[src/rtl/regfile_writeback_if.sv]
// ----------------------------------------------------------------------------
// regfile_writeback_if
// Bundles every non-clock signal of the register-file write-back block.
//   alu_*  : ALU result handshake (valid/ready, destination, data)
//   mem_*  : load result handshake (valid/ready, destination, data)
//   write, rd_addr, data_in : registered register-file write port
//   q_rs_addr/q_rt_addr -> fwd_*_hit/fwd_*_data : forwarding lookups
//   count  : current queue occupancy
// Modports: slave = the write-back block, master = whoever drives it.
// ----------------------------------------------------------------------------
interface regfile_writeback_if #(
    parameter int DEPTH  = 4,
    parameter int ADDR_W = 6,
    parameter int DATA_W = 32
);
    localparam int CNT_W = $clog2(DEPTH) + 1;

    logic              alu_valid;
    logic              alu_ready;
    logic [ADDR_W-1:0] alu_rd;
    logic [DATA_W-1:0] alu_data;

    logic              mem_valid;
    logic              mem_ready;
    logic [ADDR_W-1:0] mem_rd;
    logic [DATA_W-1:0] mem_data;

    logic              write;
    logic [ADDR_W-1:0] rd_addr;
    logic [DATA_W-1:0] data_in;

    logic [ADDR_W-1:0] q_rs_addr;
    logic [ADDR_W-1:0] q_rt_addr;
    logic              fwd_rs_hit;
    logic              fwd_rt_hit;
    logic [DATA_W-1:0] fwd_rs_data;
    logic [DATA_W-1:0] fwd_rt_data;

    logic [CNT_W-1:0]  count;

    modport slave (
        input  alu_valid, alu_rd, alu_data,
        input  mem_valid, mem_rd, mem_data,
        input  q_rs_addr, q_rt_addr,
        output alu_ready, mem_ready,
        output write, rd_addr, data_in,
        output fwd_rs_hit, fwd_rt_hit, fwd_rs_data, fwd_rt_data,
        output count
    );

    modport master (
        output alu_valid, alu_rd, alu_data,
        output mem_valid, mem_rd, mem_data,
        output q_rs_addr, q_rt_addr,
        input  alu_ready, mem_ready,
        input  write, rd_addr, data_in,
        input  fwd_rs_hit, fwd_rt_hit, fwd_rs_data, fwd_rt_data,
        input  count
    );
endinterface

[src/rtl/regfile_writeback.sv]
// ----------------------------------------------------------------------------
// regfile_writeback
// Collects ALU and load results into an ordered queue and drains one entry
// per cycle onto the register-file write port. Two forwarding lookups return
// the youngest in-flight value for a register.
// Ports:
//   clock : rising-edge clock
//   reset : asynchronous active-high reset
//   bus   : regfile_writeback_if.slave (handshakes, write port, lookups, count)
// ----------------------------------------------------------------------------
module regfile_writeback #(
    parameter int DEPTH  = 4,
    parameter int ADDR_W = 6,
    parameter int DATA_W = 32
) (
    input  logic                clock,
    input  logic                reset,
    regfile_writeback_if.slave  bus
);
    localparam int PTR_W = $clog2(DEPTH);
    localparam int CNT_W = PTR_W + 1;

    // Queue storage is kept in flops: forwarding must look at every entry.
    logic [ADDR_W-1:0] ent_rd_q   [DEPTH];
    logic [ADDR_W-1:0] ent_rd_d   [DEPTH];
    logic [DATA_W-1:0] ent_data_q [DEPTH];
    logic [DATA_W-1:0] ent_data_d [DEPTH];

    logic [PTR_W-1:0]  head_q, head_d;
    logic [PTR_W-1:0]  tail_q, tail_d;
    logic [CNT_W-1:0]  count_q, count_d;

    logic              write_q, write_d;
    logic [ADDR_W-1:0] rd_addr_q, rd_addr_d;
    logic [DATA_W-1:0] data_in_q, data_in_d;

    logic [CNT_W-1:0]  free_slots;
    logic              alu_ready_w, mem_ready_w;
    logic              alu_push, mem_push, pop;

    // Ready depends only on the pre-edge occupancy; a pop in the same cycle
    // is not credited, so ready is never speculative.
    assign free_slots  = CNT_W'(DEPTH) - count_q;
    assign alu_ready_w = (free_slots >= CNT_W'(1));
    assign mem_ready_w = bus.alu_valid ? (free_slots >= CNT_W'(2))
                                       : (free_slots >= CNT_W'(1));
    assign alu_push    = bus.alu_valid & alu_ready_w;
    assign mem_push    = bus.mem_valid & mem_ready_w;
    assign pop         = (count_q != '0);

    always_comb begin
        ent_rd_d   = ent_rd_q;
        ent_data_d = ent_data_q;
        // ALU entry takes the tail slot first so it is older than the load.
        if (alu_push) begin
            ent_rd_d[tail_q]   = bus.alu_rd;
            ent_data_d[tail_q] = bus.alu_data;
        end
        if (mem_push) begin
            ent_rd_d[tail_q + PTR_W'(alu_push)]   = bus.mem_rd;
            ent_data_d[tail_q + PTR_W'(alu_push)] = bus.mem_data;
        end
        tail_d  = tail_q + PTR_W'(alu_push) + PTR_W'(mem_push);
        head_d  = head_q + PTR_W'(pop);
        count_d = count_q + CNT_W'(alu_push) + CNT_W'(mem_push) - CNT_W'(pop);

        // Output register holds its last address/data when idle.
        write_d   = pop;
        rd_addr_d = rd_addr_q;
        data_in_d = data_in_q;
        if (pop) begin
            rd_addr_d = ent_rd_q[head_q];
            data_in_d = ent_data_q[head_q];
        end
    end

    always_ff @(posedge clock or posedge reset) begin
        if (reset) begin
            for (int i = 0; i < DEPTH; i++) begin
                ent_rd_q[i]   <= '0;
                ent_data_q[i] <= '0;
            end
            head_q    <= '0;
            tail_q    <= '0;
            count_q   <= '0;
            write_q   <= 1'b0;
            rd_addr_q <= '0;
            data_in_q <= '0;
        end else begin
            ent_rd_q   <= ent_rd_d;
            ent_data_q <= ent_data_d;
            head_q     <= head_d;
            tail_q     <= tail_d;
            count_q    <= count_d;
            write_q    <= write_d;
            rd_addr_q  <= rd_addr_d;
            data_in_q  <= data_in_d;
        end
    end

    // Entries listed by age: slot_idx[0] is the oldest queued entry.
    logic [PTR_W-1:0] slot_idx   [DEPTH];
    logic             slot_valid [DEPTH];

    generate
        for (genvar gi = 0; gi < DEPTH; gi++) begin : g_age
            assign slot_idx[gi]   = head_q + PTR_W'(gi);
            assign slot_valid[gi] = (CNT_W'(gi) < count_q);
        end
    endgenerate

    logic              rs_hit, rt_hit;
    logic [DATA_W-1:0] rs_data, rt_data;

    // Scan oldest to youngest so later matches overwrite earlier ones; the
    // output register is older than anything still queued.
    always_comb begin
        rs_hit  = 1'b0;
        rs_data = '0;
        rt_hit  = 1'b0;
        rt_data = '0;
        if (write_q && (rd_addr_q == bus.q_rs_addr)) begin
            rs_hit  = 1'b1;
            rs_data = data_in_q;
        end
        if (write_q && (rd_addr_q == bus.q_rt_addr)) begin
            rt_hit  = 1'b1;
            rt_data = data_in_q;
        end
        for (int i = 0; i < DEPTH; i++) begin
            if (slot_valid[i] && (ent_rd_q[slot_idx[i]] == bus.q_rs_addr)) begin
                rs_hit  = 1'b1;
                rs_data = ent_data_q[slot_idx[i]];
            end
            if (slot_valid[i] && (ent_rd_q[slot_idx[i]] == bus.q_rt_addr)) begin
                rt_hit  = 1'b1;
                rt_data = ent_data_q[slot_idx[i]];
            end
        end
    end

    assign bus.alu_ready   = alu_ready_w;
    assign bus.mem_ready   = mem_ready_w;
    assign bus.write       = write_q;
    assign bus.rd_addr     = rd_addr_q;
    assign bus.data_in     = data_in_q;
    assign bus.fwd_rs_hit  = rs_hit;
    assign bus.fwd_rs_data = rs_data;
    assign bus.fwd_rt_hit  = rt_hit;
    assign bus.fwd_rt_data = rt_data;
    assign bus.count       = count_q;

endmodule

[src/flat_wrapper.sv]
// flat-port wrapper written by rule: the top's interface ports become plain ports
module regfile_writeback_flat 
#(
    parameter int DEPTH  = 4,
    parameter int ADDR_W = 6,
    parameter int DATA_W = 32
)
  (clock, reset, bus_alu_valid, bus_alu_rd, bus_alu_data, bus_mem_valid, bus_mem_rd, bus_mem_data, bus_q_rs_addr, bus_q_rt_addr, bus_alu_ready, bus_mem_ready, bus_write, bus_rd_addr, bus_data_in, bus_fwd_rs_hit, bus_fwd_rt_hit, bus_fwd_rs_data, bus_fwd_rt_data, bus_count);
  regfile_writeback_if #(.DEPTH(DEPTH), .ADDR_W(ADDR_W), .DATA_W(DATA_W)) bus_i ();
  input  logic clock;
  input  logic reset;
  input wire logic [$bits(bus_i.alu_valid)-1:0] bus_alu_valid;
  input wire logic [$bits(bus_i.alu_rd)-1:0] bus_alu_rd;
  input wire logic [$bits(bus_i.alu_data)-1:0] bus_alu_data;
  input wire logic [$bits(bus_i.mem_valid)-1:0] bus_mem_valid;
  input wire logic [$bits(bus_i.mem_rd)-1:0] bus_mem_rd;
  input wire logic [$bits(bus_i.mem_data)-1:0] bus_mem_data;
  input wire logic [$bits(bus_i.q_rs_addr)-1:0] bus_q_rs_addr;
  input wire logic [$bits(bus_i.q_rt_addr)-1:0] bus_q_rt_addr;
  output wire logic [$bits(bus_i.alu_ready)-1:0] bus_alu_ready;
  output wire logic [$bits(bus_i.mem_ready)-1:0] bus_mem_ready;
  output wire logic [$bits(bus_i.write)-1:0] bus_write;
  output wire logic [$bits(bus_i.rd_addr)-1:0] bus_rd_addr;
  output wire logic [$bits(bus_i.data_in)-1:0] bus_data_in;
  output wire logic [$bits(bus_i.fwd_rs_hit)-1:0] bus_fwd_rs_hit;
  output wire logic [$bits(bus_i.fwd_rt_hit)-1:0] bus_fwd_rt_hit;
  output wire logic [$bits(bus_i.fwd_rs_data)-1:0] bus_fwd_rs_data;
  output wire logic [$bits(bus_i.fwd_rt_data)-1:0] bus_fwd_rt_data;
  output wire logic [$bits(bus_i.count)-1:0] bus_count;
  assign bus_i.alu_valid = bus_alu_valid;
  assign bus_i.alu_rd = bus_alu_rd;
  assign bus_i.alu_data = bus_alu_data;
  assign bus_i.mem_valid = bus_mem_valid;
  assign bus_i.mem_rd = bus_mem_rd;
  assign bus_i.mem_data = bus_mem_data;
  assign bus_i.q_rs_addr = bus_q_rs_addr;
  assign bus_i.q_rt_addr = bus_q_rt_addr;
  assign bus_alu_ready = bus_i.alu_ready;
  assign bus_mem_ready = bus_i.mem_ready;
  assign bus_write = bus_i.write;
  assign bus_rd_addr = bus_i.rd_addr;
  assign bus_data_in = bus_i.data_in;
  assign bus_fwd_rs_hit = bus_i.fwd_rs_hit;
  assign bus_fwd_rt_hit = bus_i.fwd_rt_hit;
  assign bus_fwd_rs_data = bus_i.fwd_rs_data;
  assign bus_fwd_rt_data = bus_i.fwd_rt_data;
  assign bus_count = bus_i.count;
  regfile_writeback #(.DEPTH(DEPTH), .ADDR_W(ADDR_W), .DATA_W(DATA_W)) u_core (.clock(clock), .reset(reset), .bus(bus_i));
endmodule
[config.mk]
export PLATFORM = sky130hd
export DESIGN_NAME = regfile_writeback_flat
export DESIGN_NICKNAME = d
export VERILOG_FILES = /design/src/rtl/regfile_writeback_if.sv /design/src/rtl/regfile_writeback.sv /design/src/flat_wrapper.sv
export SDC_FILE = /design/constraint.sdc
export NUM_CORES = 1
export LEC_CHECK = 0
export CORE_MARGIN = 5
export CORE_UTILIZATION = 40
export DETAILED_ROUTE_END_ITERATION = 6
export HOLD_SLACK_MARGIN = 0.05
export PLACE_DENSITY = 0.68
export RECOVER_POWER = 100
export SYNTH_ARGS = -nofsm -noshare
export SYNTH_HDL_FRONTEND = slang
export SYNTH_SLANG_ARGS = --single-unit
[constraint.sdc]
create_clock -name clock -period 7.7 [get_ports clock]
set_input_delay 0.77 -clock clock [delete_from_list [all_inputs] [get_ports clock]]
set_output_delay 0.77 -clock clock [all_outputs]
set_load 0.05 [all_outputs]
# Word-level counts from Yosys, hierarchy flattened
# Cells that the tools add are included.
totals:
  n_memories: 0
  out_inout_bits: 110
  latchBits: 0
  input_bits: 92
  word_cells: 130
  rom_bits: 0
  reg_bits: 198
  ram_bits: 0
classes:
  reduce_logical: 13
  n_eq_ne: 10
  n_mux: 61
  n_div: 0
  n_addsub: 10
  n_shift: 0
  multipliers: 0
  magnitude_cmp: 14
  n_bitwise: 8
op_table:
  columns: ["operator", "n"]
  rows:
  - ["$mux 32", 20]
  - ["$bmux 32 s2", 4]
  - ["$bwmux 128", 2]
  - ["$mux 128", 2]
  - ["$demux 32 s2", 2]
  - ["$eq 6x6->1", 10]
  - ["$mux 6", 10]
  - ["$bmux 6 s2", 4]
  - ["$bwmux 24", 2]
  - ["$mux 24", 2]
  - ["$demux 6 s2", 2]
  - ["$ge 3x3->1 const B", 6]
  - ["$not 2->3", 6]
  - ["$logic_and 1x1->1", 12]
  - ["$mux 1", 11]
  - ["$add 2x1->2", 3]
  - ["$add 3x1->3", 2]
  - ["$lt 1x3->1 const A", 2]
  - ["$lt 2x3->1 const A", 2]
  - ["$lt 3x1->1 const B", 2]
  - ["$add 2x2->2 const B", 2]
  - ["$ge 3x1->1 const B", 1]
  - ["$ge 3x2->1 const B", 1]
  - ["$reduce_bool 3->1", 1]
  - ["4 further kinds", 5]

# Logic depth before layout (Yosys ltp)
# Gate-level depths: netlist of run 1.
logic_depth:
  word_depth: 11
  depth_mapped: 14
  depth_no_buf: 11

# Worst setup path after synthesis of run 1
# No wires, ideal clock.
synth_path:
  path_kind: "reg2out"
  from: "register u_core.head_q[0]"
  to: "output bus_fwd_rt_data[0]"
  stages_incl_launch_ff: 11
  arrival_ns: 3.447
  slack_ns: 3.483
  path_cell_list: "dfrtp_1 buf_6 mux4_2 xnor2_1 and4_1 o211ai_1 and2_1 buf_2 buf_6 a211oi_2 o31ai_1"
synth_via:
  elab_chain_cells: 10
  word_cells_on_any_way: 43
  classes_between: "add/sub (3); eq/ne (4); mux (28); bitwise (4); reduce/logical (4)"
synth_rtl:
  columns: ["item", "line", "text"]
  rows:
  - ["start: declaration", "regfile_writeback.sv:29", "logic [PTR_W-1:0] head_q, head_d;"]
  - ["start signal: assignment", "regfile_writeback.sv:83", "head_q <= '0;"]
  - ["start signal: assignment", "regfile_writeback.sv:92", "head_q <= head_d;"]
  - ["$add 2x1->2 or $not 2->3 (tied branches)", "regfile_writeback.sv:107, regfile_writeback.sv:135, regfile_writeback.sv:137", null]
  - ["$not 2->3 (not written as such) or $bmux 6 s2 (tied branches)", "regfile_writeback.sv:135, regfile_writeback.sv:137", null]
  - ["$bmux 6 s2 or $mux 6 (tied branches)", "regfile_writeback.sv:135", "if (slot_valid[i] && (ent_rd_q[slot_idx[i]] == bus.q_rt_addr)) begin"]
  - ["$mux 6 (not written as such)", "regfile_writeback.sv:135", null]
  - ["$mux 6 (not written as such) or $eq 6x6->1 (tied branches)", "regfile_writeback.sv:135", null]
  - ["$eq 6x6->1 or $logic_and 1x1->1 (tied branches)", "regfile_writeback.sv:135", null]
  - ["$logic_and 1x1->1 or $mux 32 (tied branches)", "regfile_writeback.sv:135", null]
  - ["$mux 32 (2 in a row)", "regfile_writeback.sv:135", null]
  - ["$mux 32 (*)", "regfile_writeback.sv:135", null]
  - ["end: declaration", "flat_wrapper.sv:28", "output wire logic [$bits(bus_i.fwd_rt_data)-1:0] bus_fwd_rt_data;"]
# Mark *: on every way between the ends. The rest lies on a longest branch, timed or not. The select of a mux whose other input is x is not followed.

# Worst setup path after layout of run 1
layout_path:
  from: "register u_core.head_q[0]"
  to: "output bus_fwd_rt_data[9]"
# Same word-level chain as after synthesis.

==> results by stage, run 1 <==
Yosys:
- The number of synthesized flops with an enable pin is 0.
- For this run, the number of Yosys warnings is 0.
- Sequential elements use around 30% of the synthesized area.
- The area of the mapped netlist is between 15,000 and 20,000 µm².
- Counting every instance in the synthesized netlist gives ~1,900.
- The most used flip-flop cell after synthesis is sky130_fd_sc_hd__dfrtp_1.
- The flip-flop and latch count after synthesis is around 200.
- By area the synthesized netlist is led by sky130_fd_sc_hd__dfrtp_1, sky130_fd_sc_hd__mux2i_1, sky130_fd_sc_hd__nand2_1.
- The number of different library cells used by synthesis comes to about 70.
- The largest area contributor in the netlist is sky130_fd_sc_hd__dfrtp_1.
- The mean instance size in the synthesized netlist is approximately 8.6 µm².
- When the netlist entered floorplanning its net count stood at approximately 2,000.
- The proportion of synthesized flip-flops having asynchronous set or reset is 100%.
- Of the post-synthesis cell area, the dominant cell type holds 30.5%.

Global routing:
- The initial antenna violation count is 5.
- Across every metal layer, demand over resource in global routing totals about a quarter.
- The first-pass GRT wire length is 85,400 µm.
- The peak-usage layer in the global routing report is met2.
- For this run the aggregate overflow at the end of global routing stands at 0.
- The via count of the first global-routing pass is 14,500.
- The met1 usage is approximately a third.
- The fraction of met3 tracks used by global routing is 4.83%.
- Entering global routing, the biggest net connects approximately 130 pins.
- For this run, global-route usage on met2 was measured as between 30% and 40%.

STA:
- Between clock sinks in the finished design, the worst skew comes to between 10 and 15 ps.
- Setup violations remaining at the end of the flow were counted as 0.
- The share of the cycle needed by the critical path after routing is about nine tenths.
- The relative slew slack is -171%.
- Timing would allow up to 146 MHz.
- Hold is met by 557 ps.
- The final count of hold timing violations is 0.
- The number of pins with negative max-slew slack in the final report is between 300 and 400.
- The shortest period the worst path allows is between 6000 and 7000 ps.
- The slew of the pin with the lowest slew margin is around 4100 ps.
- In the final timing run, aggregate negative setup slack is 0 ps.
- Setup repair after global routing left no endpoint under its margin.

Detailed routing:
- After detailed routing, the average wire length per cell comes to roughly 22 µm.
- The post-detailed-route via-to-cell ratio is around 5.9.
- Across all layers, the routed design uses around 15,000 vias.
- After the first detailed-routing iteration, the DRC count stood at 1,377.
- In this run the remaining antenna-violating nets after routing total 0.
- The routed design has approximately 56,000 µm of wire.
- The remaining design rule violation count is 0.
- The total iterations of the first detailed-routing run is 5.

Power:
- The leakage component of the power is ~8.5 nW.
- The largest vdd supply drop is ~0.00027 V.
- For this design the ratio of total power to cell area is between 500 and 600 nW/µm².

Floorplanning:
- The placeable core region is around 40,000 µm².
- The die covers 44,800 µm².
- The y dimension of the die is about 210 µm.
- Once the floorplan was initialized, standard cells occupied 40.6% of the core.
- After floorplanning, the core was divided into 73 placement rows.
- Pin placement for this block handled slightly above 200 I/O pins.
- The die is 212 µm wide.

Placed design:
- Buffers placed on the I/O ports in this run total 201.
- At the end of routability-driven placement, the weighted congestion stood at around 0.88.
- The half-perimeter wire length after detailed placement is approximately 37,000 µm.

Status:
- The final reports fail on capacitance limit, slew limit.
- The run finished, with violations left.

Setup path:
- The launching element type of the critical path is a flop.
- The critical path is of the reg -> out type.
- The worst register-to-register path begins at u_core.bus.count[0].
- Data arrives at the worst endpoint at 6070 ps.
- For flop-to-flop paths, the worst setup slack is around 1200 ps.
- The required time of the critical path is around 6900 ps.
- Of all nets on the critical path, the largest fanout is between 50 and 60.
- The terminus of the critical flop-to-flop path is u_core.ent_data_q[104].
- The capturing element type of the critical path is an output port.
- The start point of the critical path is u_core.head_q[0].
- The logic depth of the worst register-to-register path is 11.

Finish:
- Summing all multi-input logic gate instances after layout gives about 10,000 µm².
- The share of final-layout standard cells stronger than drive strength 1 is about 9.2%.
- The fill cell instance count of the final layout is around 3,800.
- The post-synthesis to final-layout area growth is 16.7%.
- Summing all flip-flop and latch instances after layout gives between 4000 and 5000 µm².
- At the end of the flow, the number of nets in the layout was about 2,100.

Clock tree:
- The count of H-tree levels built during CTS is 4.
- Hold repair after CTS inserted 0 buffers.
- The number of gates resized after CTS was 0.
- The number of setup buffers added after CTS is 0.
- The clock tree from TritonCTS is built.
- The clock passes through at most 2 buffers.
- After clock tree synthesis, the clock-pin slew on the worst setup and hold paths is approximately 80 ps.
- For this design, the sink count on the clock tree is between 150 and 200.
- In this run, CTS created clock tree buffers numbering 17.
- The root cell of the clock tree is sky130_fd_sc_hd__clkbuf_16.
- The clock latency on the worst-skew pair is ~470 ps.

Min path:
- Along the worst hold path, the cell count comes to 2.
- The worst hold path belongs to the class reg -> reg.
- The startpoint identified for the worst hold timing path is u_core.bus.data_in[13].
- The capture endpoint of the worst hold path is u_core.bus.data_in[13].

Job:
- The tool flagged a number of max-cap violations equal to 6.
## layout make-up
type | instances | area share, %
Timing Repair Buffer | 232 | 11.6
Tap cell | 525 | 3.46
Clock inverter | 13 | 0.758
Antenna cell | 2 | 0.0264
Inverter | 15 | 0.349
Sequential cell | 198 | 26.1
Multi-Input combinational cell | 1508 | 55.3
Clock buffer | 19 | 2.33
## worst max-delay path, cell delays in order (launching register included)
cell and delay (ps):
sky130_fd_sc_hd__dfrtp_4 910, sky130_fd_sc_hd__clkbuf_2 740, sky130_fd_sc_hd__mux4_2 430, sky130_fd_sc_hd__xor2_1 130, sky130_fd_sc_hd__or4_2 720, sky130_fd_sc_hd__nand2_2 840, sky130_fd_sc_hd__o31ai_1 810, sky130_fd_sc_hd__dlygate4sd3_1 970
## worst max path at each step
stage	slack, ps	end
after global placement	1850	bus_fwd_rt_data[9]
after floorplan	1530	u_core.bus.count[0]
after CTS	1340	bus_fwd_rt_data[9]
after global routing	570	bus_fwd_rs_data[5]
final	860	bus_fwd_rt_data[9]
after detailed placement	1850	bus_fwd_rt_data[9]
## metrics by stage
step	std cells	worst slack (ps)	cell area (µm²)	power [mW]	util (%)
6_report	2512	862	19000	9.68	47.4
2_1_floorplan	1888	1530	16300	6.87	-
5_1_grt	2512	574	19000	10.3	47.4
4_1_cts	2510	1340	19000	9.69	47.6
3_3_place_gp	2478	1850	18400	8.56	46.1
3_5_place_dp	2478	1850	18400	8.72	46.1
## layer usage
metal | up-vias | part of all wire [%]
met1 | 7228 | 43
met5 | - | 0.084
met4 | 6 | 2.3
met3 | 93 | 7.6
met2 | 703 | 47
li1 | 6893 | -
## cells by family (layout without fill, tap and decap cells)
kind of cell / count (synthesis) / in the layout / share of synthesized area [%]
simple gates: 601 / 601 / 16.9
xor+xnor: 59 / 59 / 3.27
mux: 380 / 380 / 25.1
other cells: 0 / 2 / 0
flops: 198 / 198 / 30.5
buf+inv: 182 / 279 / 5.52
compound gates: 456 / 456 / 17.7
fa+ha+maj: 12 / 12 / 1.02
## flip-flops by register name, indices dropped and copies added, names as in the netlist
signal / cells
u_core.bus.rd_addr: 6
u_core.tail_q: 2
u_core.bus.data_in: 32
u_core.bus.count: 3
u_core.bus.write: 1
u_core.head_q: 2
u_core.ent_data_q: 128
u_core.ent_rd_q: 24
## layout by cell type (no fill, tap or decap), types with 31 or more instances in the layout
| master | netlist | layout |
|---|---|---|
| sky130_fd_sc_hd__nand2_1 | 336 | 335 |
| sky130_fd_sc_hd__a21oi_1 | 124 | 124 |
| sky130_fd_sc_hd__mux2i_1 | 321 | 321 |
| sky130_fd_sc_hd__mux2_2 | 37 | 37 |
| sky130_fd_sc_hd__nor2b_1 | 37 | 37 |
| sky130_fd_sc_hd__a211oi_2 | 31 | 31 |
| sky130_fd_sc_hd__dfrtp_1 | 198 | 196 |
| sky130_fd_sc_hd__nor3b_1 | 35 | 35 |
| sky130_fd_sc_hd__clkdlybuf4s50_1 | 0 | 101 |
| sky130_fd_sc_hd__o21ai_0 | 203 | 203 |
| sky130_fd_sc_hd__dlygate4sd3_1 | 0 | 100 |
| sky130_fd_sc_hd__nor2_1 | 98 | 98 |
| sky130_fd_sc_hd__xnor2_1 | 36 | 36 |
## cell usage after synthesis (8+ instances only)
cell and count:
sky130_fd_sc_hd__inv_1 13, sky130_fd_sc_hd__buf_1 10, sky130_fd_sc_hd__mux2_2 37, sky130_fd_sc_hd__xor2_1 21
sky130_fd_sc_hd__nor3_1 9, sky130_fd_sc_hd__a211oi_2 31, sky130_fd_sc_hd__and2_1 11, sky130_fd_sc_hd__a22oi_1 23
sky130_fd_sc_hd__buf_6 13, sky130_fd_sc_hd__mux2i_1 321, sky130_fd_sc_hd__nor2b_1 37, sky130_fd_sc_hd__mux4_2 17
sky130_fd_sc_hd__dfrtp_1 198, sky130_fd_sc_hd__o21ai_1 8, sky130_fd_sc_hd__buf_4 9, sky130_fd_sc_hd__o21ai_0 203
sky130_fd_sc_hd__buf_2 46, sky130_fd_sc_hd__nor4_1 29, sky130_fd_sc_hd__nor2_1 98, sky130_fd_sc_hd__nor3b_1 35
sky130_fd_sc_hd__clkbuf_1 86, sky130_fd_sc_hd__o31ai_1 17, sky130_fd_sc_hd__a21oi_1 124, sky130_fd_sc_hd__nand2_1 336
sky130_fd_sc_hd__nand3_1 11, sky130_fd_sc_hd__xnor2_1 36, sky130_fd_sc_hd__ha_1 10, sky130_fd_sc_hd__o31ai_2 15
## where the power goes
| part | switching [mW] | internal, mW |
|---|---|---|
| Sequential | 0.704 | 1.61 |
| Combinational | 4.04 | 2.38 |
| Clock | 0.449 | 0.492 |
| Total | 5.19 | 4.48 |
No activity file was read; power rests on OpenSTA's default activity.
==> run 2, diff against run 1 <==
Settings changed: MAX_ROUTING_LAYER from default to met4, TNS_END_PERCENT from default to 50.
==> run 2 against run 1 <==
The run still ends with capacitance limit, slew limit left. Flip-flop and latch count unchanged. Sequential share of layout area is essentially flat. Core utilization about the same. Global-route usage is 0.91 points higher. Non-clock buffer count decreased by 1. Via count fell by 0.86%. Fmax is 1.7% lower. Clock-buffer cell count decreased by 1. Combinational power barely moved. Die area is the same. Clock skew is 1.1 ps higher. First-iteration DRC count is 3.1% lower.
==> results by stage, run 2 (synthesis gave the netlist of run 1 again) <==
Setup path:
- The number of gates on the worst path with buffers counted is 7 (unchanged).
- The family with the most delay on the worst path is simple AND/OR/NAND/NOR gates.
- The required time of the critical path came to 6930 ps (about the same).
- Following the worst setup path forward leads to its endpoint at bus_fwd_rt_data[30].
- STA classifies the critical path startpoint as a flop.
- The register-to-register path setup slack was 1240 ps (+50 ps).
- The highest cell delay on the worst timing path is 1210 ps (+240 ps).
- The start point of the critical path is u_core.head_q[0].
- The logic depth of the worst register-to-register path is 11 (unchanged).
- The setup path with the least slack is of type reg -> out.
- On the critical path, the stage with the largest delay is an instance of sky130_fd_sc_hd__nand2_1.
- The terminus of the critical flop-to-flop path is u_core.ent_data_q[114].
- Traced cell by cell, the critical path runs through inv_4 -> mux2i_2 -> xnor2_1 -> or4_2 -> nand2_1 -> o31ai_1 -> dlygate4sd3_1.
- The highest net fanout along the worst path is 58 (+7.4%).
- The capturing element type of the critical path is an output port.
- The combined buffer and inverter count along the critical path is 2 (unchanged).
- The data arrival time of the critical path is 6190 ps (+120 ps).
- The startpoint of the most critical register-to-register path is u_core.bus.count[0].

Finish:
- In the layout the commonest cells are sky130_fd_sc_hd__nand2_1, sky130_fd_sc_hd__mux2i_1, sky130_fd_sc_hd__o21ai_0.
- Ranked by flip-flop count, first place goes to u_core.ent_data_q.
- The area taken by multi-input logic gates is 10,500 µm² (about the same).
- The post-synthesis to final-layout area growth came to 16.8% (about the same).
- The final design instance area without fill is 19,000 µm² (about the same).
- The fill cell instance count of the final layout was 3,868 (+2.4%).
- The library cell used most frequently in the layout, excluding fill and tap cells, is sky130_fd_sc_hd__nand2_1.
- The share of final-layout standard cells stronger than drive strength 1 was 9.22% (+0.055 points).
- The flip-flop count of the largest register after layout is 128 (unchanged).
- The area occupied by registers came to 4960 µm² (unchanged).
- The net total in the final layout is 2,075 (-0.048%).

STA:
- The slew of the pin with the lowest slew margin is 4140 ps (+67.4 ps).
- The upper clock frequency limit is 144 MHz (-1.7%).
- The final count of negative-setup-slack endpoints is 0 (unchanged).
- The final-layout setup total negative slack is 0 ps (unchanged).
- The clock tree skew after final layout is 13.9 ps (+1.06 ps).
- The final count of hold timing violations is 0 (unchanged).
- The number of pins with negative max-slew slack in the final report is 465 (+20%).
- The share of the cycle needed by the critical path after routing is 90.3% (+1.5 points).
- The relative slew slack is -176% (-4.5 points).
- The shortest period the worst path allows came to 6960 ps (+118 ps).
- Setup repair after global routing left no endpoint under its margin.

Detailed routing:
- The post-detailed-route via-to-cell ratio was 5.88 (-0.94%).
- The total iterations of the first detailed-routing run is 6 (+1).
- The post-detailed-route count of antenna-violating nets came to 0 (unchanged).
- The DRC violation total after the first TritonRoute iteration is 1,334 (-3.1%).
- The routed wire length came to 56,000 µm (+0.25%).
- The total number of vias is 14,800 (-0.86%).
- The mean routed wirelength per cell is 22.3 µm (+0.17%).
- The remaining design rule violation count is 0 (unchanged).

Min path:
- The hold path depth is 2 (unchanged).
- The worst hold path belongs to the class reg -> reg.
- The worst hold path begins at u_core.bus.rd_addr[2].

Status:
- The checks that failed: capacitance limit, slew limit.
- The run finished, with violations left.

Placed design:
- The total of buffers placed on input and output ports is 201 (unchanged).
- The final RePlAce weighted congestion is 0.879 (-0.55%).
- The total placed instance area is 18,400 µm² (about the same).
- The half-perimeter wire length after detailed placement came to 36,800 µm (-1.8%).

Clock tree:
- The register clock-pin slew on the reported worst setup and hold paths is 80 ps (about the same).
- The CTS buffer count is 17 (unchanged).
- The root cell of the clock tree is sky130_fd_sc_hd__clkbuf_16.
- The clock latency on the worst-skew pair came to 470 ps (about the same).
- The number of setup buffers added after CTS came to 0 (unchanged).
- The clock tree from TritonCTS is built.
- The total clock sinks is 198 (unchanged).
- The buffer depth of the longest clock path is 2 (unchanged).
- The count of H-tree levels built during CTS was 4 (unchanged).
- The total of hold buffers inserted after clock tree synthesis was 0 (unchanged).
- The number of gates resized after CTS is 0 (unchanged).

Global routing:
- The pin count of the biggest net entering global routing is 128 (unchanged).
- The first-pass GRT wire length came to 86,300 µm (+1.1%).
- The overall track demand over capacity in global routing is 25.1% (+0.91 points).
- The via count of the first global-routing pass is 14,600 (+0.40%).
- The initial antenna violation count came to 5 (unchanged).
- The total global routing overflow is 0 (unchanged).

Power:
- The largest vdd supply drop was 0.000275 V (+0.82%).
- The ratio of total power to cell area is 509 nW/µm² (about the same).
- The leakage component of the power is 8.49 nW (+0.46%).

Floorplanning:
- The x dimension of the die was 212 µm (unchanged).
- The initial core utilization is 40.6% (unchanged).
- The y dimension of the die is 212 µm (unchanged).
- The full die area was 44,800 µm² (unchanged).
- The placeable core region is 40,000 µm² (unchanged).
- The top-level port count is 202 (unchanged).
- The total number of placement rows is 73 (unchanged).

Job:
- The reported max-cap violation count is 7 (+1).
[run 2: cell count changes in the layout (fill, tap and decap cells not counted), sizes merged]
cell           before  now
dlygate4sd3       100  106
buf                21   22
clkinvlp            3    0
clkinv              4    6
inv                19   21
clkdlybuf4s50     101   95
diode               2    5
clkbuf             29   26
[run 2: power by group]
part           internal [mW]  total, mW  leakage, nW  switching (mW)
registers               1.61       2.29         2.40           0.680
logic                   2.39       6.43         5.79            4.04
clock network          0.498      0.958        0.298           0.461
total                   4.49       9.68         8.49            5.18
[run 2: worst min path at each step]
stage                        endpoint  slack, ps
2_1_floorplan  u_core.ent_data_q[119]        540
6_report        u_core.bus.rd_addr[2]        570
4_1_cts         u_core.bus.rd_addr[2]        570
3_3_place_gp   u_core.bus.data_in[10]        540
3_5_place_dp   u_core.bus.data_in[11]        550
5_1_grt        u_core.bus.data_in[11]        590
[run 2: stage by stage]
step / std cells / setup WS [ps] / utilization (%) / total power [mW] / hold slack (ps)
after floorplan: 1888 / 1530 / - / 6.87 / 540
after global placement: 2477 / 1740 / 46.1 / 8.56 / 538
after detailed placement: 2477 / 1760 / 46.1 / 8.72 / 549
after CTS: 2509 / 1240 / 47.6 / 9.71 / 570
after global routing: 2514 / 477 / 47.5 / 10.3 / 590
final: 2514 / 745 / 47.5 / 9.68 / 567
[run 2: layout make-up]
| class | instances | area share [%] |
|---|---|---|
| sequential | 198 | 26.1 |
| tap | 525 | 3.46 |
| clock buffer | 18 | 2.31 |
| multi-input combinational | 1508 | 55.2 |
| clock inverter | 14 | 0.863 |
| timing repair buffer | 231 | 11.6 |
| inverter | 15 | 0.349 |
| antenna | 5 | 0.0659 |
[run 2: tightest hold or removal path, stage by stage (launching register included)]
cell and delay (ps):
sky130_fd_sc_hd__dfrtp_1 420, sky130_fd_sc_hd__nand2_1 70, sky130_fd_sc_hd__nand2_1 50
[run 2: routing by layer]
layer | track usage, % | part of all wire [%]
met3 | 4.39 | 6.7
met4 | 6.77 | 2.0
met5 | - | 0
met1 | 33.2 | 44
met2 | 40.0 | 47
==> run 3, diff against run 2 <==
Settings changed: GPL_TIMING_DRIVEN from default to 0.
==> run 3 against run 2 <==
The flow still finishes with violations (capacitance limit, slew limit). Via count grew 13%. Routed wire length rose by 25%. Clock power down 1%. Total power increased by 6.1%. Core utilization rose by 1.1 points. Global-route usage is 5.6 points higher. Flip-flop and latch count is the same. Final cell count grew 4.9%. Critical path depth rose by 7. Combinational power is 11% higher. Fmax is 5.0% higher. Final area is 2.3% higher. Critical endpoint is now bus_fwd_rt_data[9]. Largest power group unchanged. Highest routed layer unchanged.
==> results by stage, run 3 (synthesis gave the netlist of run 1 again) <==
Detailed routing:
- The post-detailed-route count of antenna-violating nets is 0 (unchanged).
- The total iterations of the first detailed-routing run came to 6 (unchanged).
- The total number of vias is 16,700 (+13%).
- The DRC violation total after the first TritonRoute iteration is 2,101 (+57%).
- The mean routed wirelength per cell is 26.4 µm (+19%).
- The post-detailed-route via-to-cell ratio is 6.31 (+7.3%).
- The routed wire length is 69,800 µm (+25%).
- The remaining design rule violation count was 0 (unchanged).

STA:
- The clock tree skew after final layout came to 14.2 ps (+0.332 ps).
- The number of pins with negative max-slew slack in the final report was 89 (-81%).
- The final count of negative-setup-slack endpoints is 0 (unchanged).
- The slew of the pin with the lowest slew margin is 4300 ps (+165 ps).
- The setup slack of the critical path after layout is 1080 ps (+333 ps).
- The relative slew slack was -188% (-13 points).
- The final-layout setup total negative slack was 0 ps (unchanged).
- The shortest period the worst path allows is 6620 ps (-333 ps).
- Setup repair after global routing left no endpoint under its margin.
- The worst hold slack across all endpoints is 563 ps (-4.39 ps).
- The final count of hold timing violations is 0 (unchanged).
- The share of the cycle needed by the critical path after routing is 86.0% (-4.3 points).
- The upper clock frequency limit is 151 MHz (+5.0%).

Clock tree:
- The count of H-tree levels built during CTS was 4 (unchanged).
- TritonCTS built the clock tree.
- The root cell of the clock tree is sky130_fd_sc_hd__clkbuf_16.
- The buffer depth of the longest clock path came to 2 (unchanged).
- The register clock-pin slew on the reported worst setup and hold paths is 70 ps (about the same).
- The total clock sinks is 198 (unchanged).
- The total of hold buffers inserted after clock tree synthesis is 0 (unchanged).
- The CTS buffer count is 17 (unchanged).
- The number of setup buffers added after CTS is 0 (unchanged).
- The number of gates resized after CTS came to 0 (unchanged).
- The clock latency on the worst-skew pair is 460 ps (about the same).

Finish:
- The share of final-layout standard cells stronger than drive strength 1 is 10.1% (+0.86 points).
- The most common cell after layout, fill and taps aside is sky130_fd_sc_hd__nand2_1.
- The area growth from synthesis to layout is 19.4%.
- The top cell types in the final layout, fill and taps aside, are sky130_fd_sc_hd__nand2_1, sky130_fd_sc_hd__mux2i_1, sky130_fd_sc_hd__o21ai_0.
- The flip-flop count of the largest register after layout came to 128 (unchanged).
- The net total in the final layout is 2,203 (+6.2%).
- Counting flops per register, the top entry is u_core.ent_data_q.

Placed design:
- The final RePlAce weighted congestion is 1.02 (+16%).
- The half-perimeter wire length after detailed placement was 49,500 µm (+34%).
- The total of buffers placed on input and output ports was 190 (-5.5%).
- The worst setup slack after placement was 2180 ps (+427 ps).

Global routing:
- The initial antenna violation count is 1 (-4).
- The overall track demand over capacity in global routing is 30.7% (+5.6 points).
- The total global routing overflow came to 0 (unchanged).
- The pin count of the biggest net entering global routing was 111 (-13%).
- The first-pass GRT wire length is 102,000 µm (+18%).
- The via count of the first global-routing pass came to 16,600 (+14%).

Setup path:
- The worst register-to-register path begins at u_core.bus.count[0].
- The highest cell delay on the worst timing path came to 950 ps (-260 ps).
- The capturing element type of the critical path is an output port.
- The highest net fanout along the worst path came to 10 (-83%).
- The signal on the critical path passes through buf_6 -> buf_8 -> clkbuf_1 -> buf_6 -> buf_6 -> clkbuf_1 -> clkbuf_1 -> mux2i_1 -> nand2_1 -> o21ai_0 -> nor2_1 -> a211oi_2 -> o31ai_1 -> dlygate4sd3_1.
- The register-to-register path setup slack is 2900 ps (+1660 ps).
- The endpoint identified for the worst register-to-register timing path is u_core.ent_data_q[109].
- The required time of the critical path is 6930 ps (about the same).
- The logic depth of the worst register-to-register path is 13 (+2).
- The startpoint-to-endpoint class of the critical path is reg -> out.
- The most critical setup path has its startpoint at u_core.head_q[1].
- The standard cell with the maximum stage delay on the critical path is sky130_fd_sc_hd__dlygate4sd3_1.
- STA classifies the critical path startpoint as a flop.
- The data arrival time of the critical path is 5850 ps (-340 ps).

Job:
- The reported max-cap violation count was 1 (-6).

Floorplanning:
- The x dimension of the die is 212 µm (unchanged).
- The placeable core region was 40,000 µm² (unchanged).
- The top-level port count is 202 (unchanged).
- The full die area is 44,800 µm² (unchanged).
- The total number of placement rows came to 73 (unchanged).
- The y dimension of the die is 212 µm (unchanged).
- The initial core utilization is 40.6% (unchanged).

Status:
- The flow ran to the end, but the final reports show violations.
- The final reports fail on capacitance limit, slew limit.

Min path:
- The hold path depth is 2 (unchanged).
- The worst hold path begins at u_core.bus.rd_addr[1].
- In this run the worst hold path is classified as reg -> reg.
- The worst hold path terminates at u_core.bus.rd_addr[1].

Power:
- The leakage component of the power is 8.72 nW (+2.6%).
- The total power of the final layout is 10.3 mW (+6.1%).
- The ratio of total power to cell area came to 529 nW/µm² (+3.7%).
- The largest vdd supply drop came to 0.000265 V (-3.6%).
==> run 3: final cells by class <==
type	count	area (µm²)
clock buffers	22	464
multi-input cells	1508	10400
diodes	1	2.50
fillers	3873	20600
well taps	525	657
repair buffers	192	1940
flip-flops and latches	198	4950
plain buffers	167	820
inverters	15	57.6
clock inverters	10	120
==> run 3: worst max-delay path by stage <==
stage	end	slack [ps]
6_report	bus_fwd_rt_data[9]	1080
5_1_grt	bus_fwd_rt_data[30]	920
4_1_cts	bus_fwd_rt_data[30]	1980
3_5_place_dp	bus_fwd_rt_data[0]	2180
3_3_place_gp	u_core.ent_data_q[25]	-1290
2_1_floorplan	u_core.bus.count[0]	1530
==> run 3: routing by layer <==
layer	vias up	track usage, %	routed length (µm)
li1	7134	-	-
met1	8034	39.5	27600
met2	1211	45.6	30600
met3	272	8.08	8010
met4	0	13.7	3550
met5	-	-	0
==> run 3: stage by stage <==
step / utilization [%] / area [µm²] / cells
detailed placement: 47.2 / 18900 / 2605
finish: 48.5 / 19400 / 2638
CTS: 48.6 / 19500 / 2637
global route: 48.5 / 19400 / 2638
floorplan: - / 16300 / 1888
global placement: 47.0 / 18800 / 2603
==> run 3: power by group <==
group	total (mW)	switching [mW]	internal (mW)
logic	7.11	4.66	2.45
clock network	0.945	0.447	0.499
registers	2.21	0.608	1.60
total	10.3	5.72	4.55
==> run 3: critical path, delay by kind of cell, from the launching register on <==
family                 cells  cell delay, ps
multiplexers               1             270
flip-flops                 1             340
AO/OA/AOI/OAI              3             690
AND/OR/NAND/NOR            2             290
buffers and inverters      8            3780
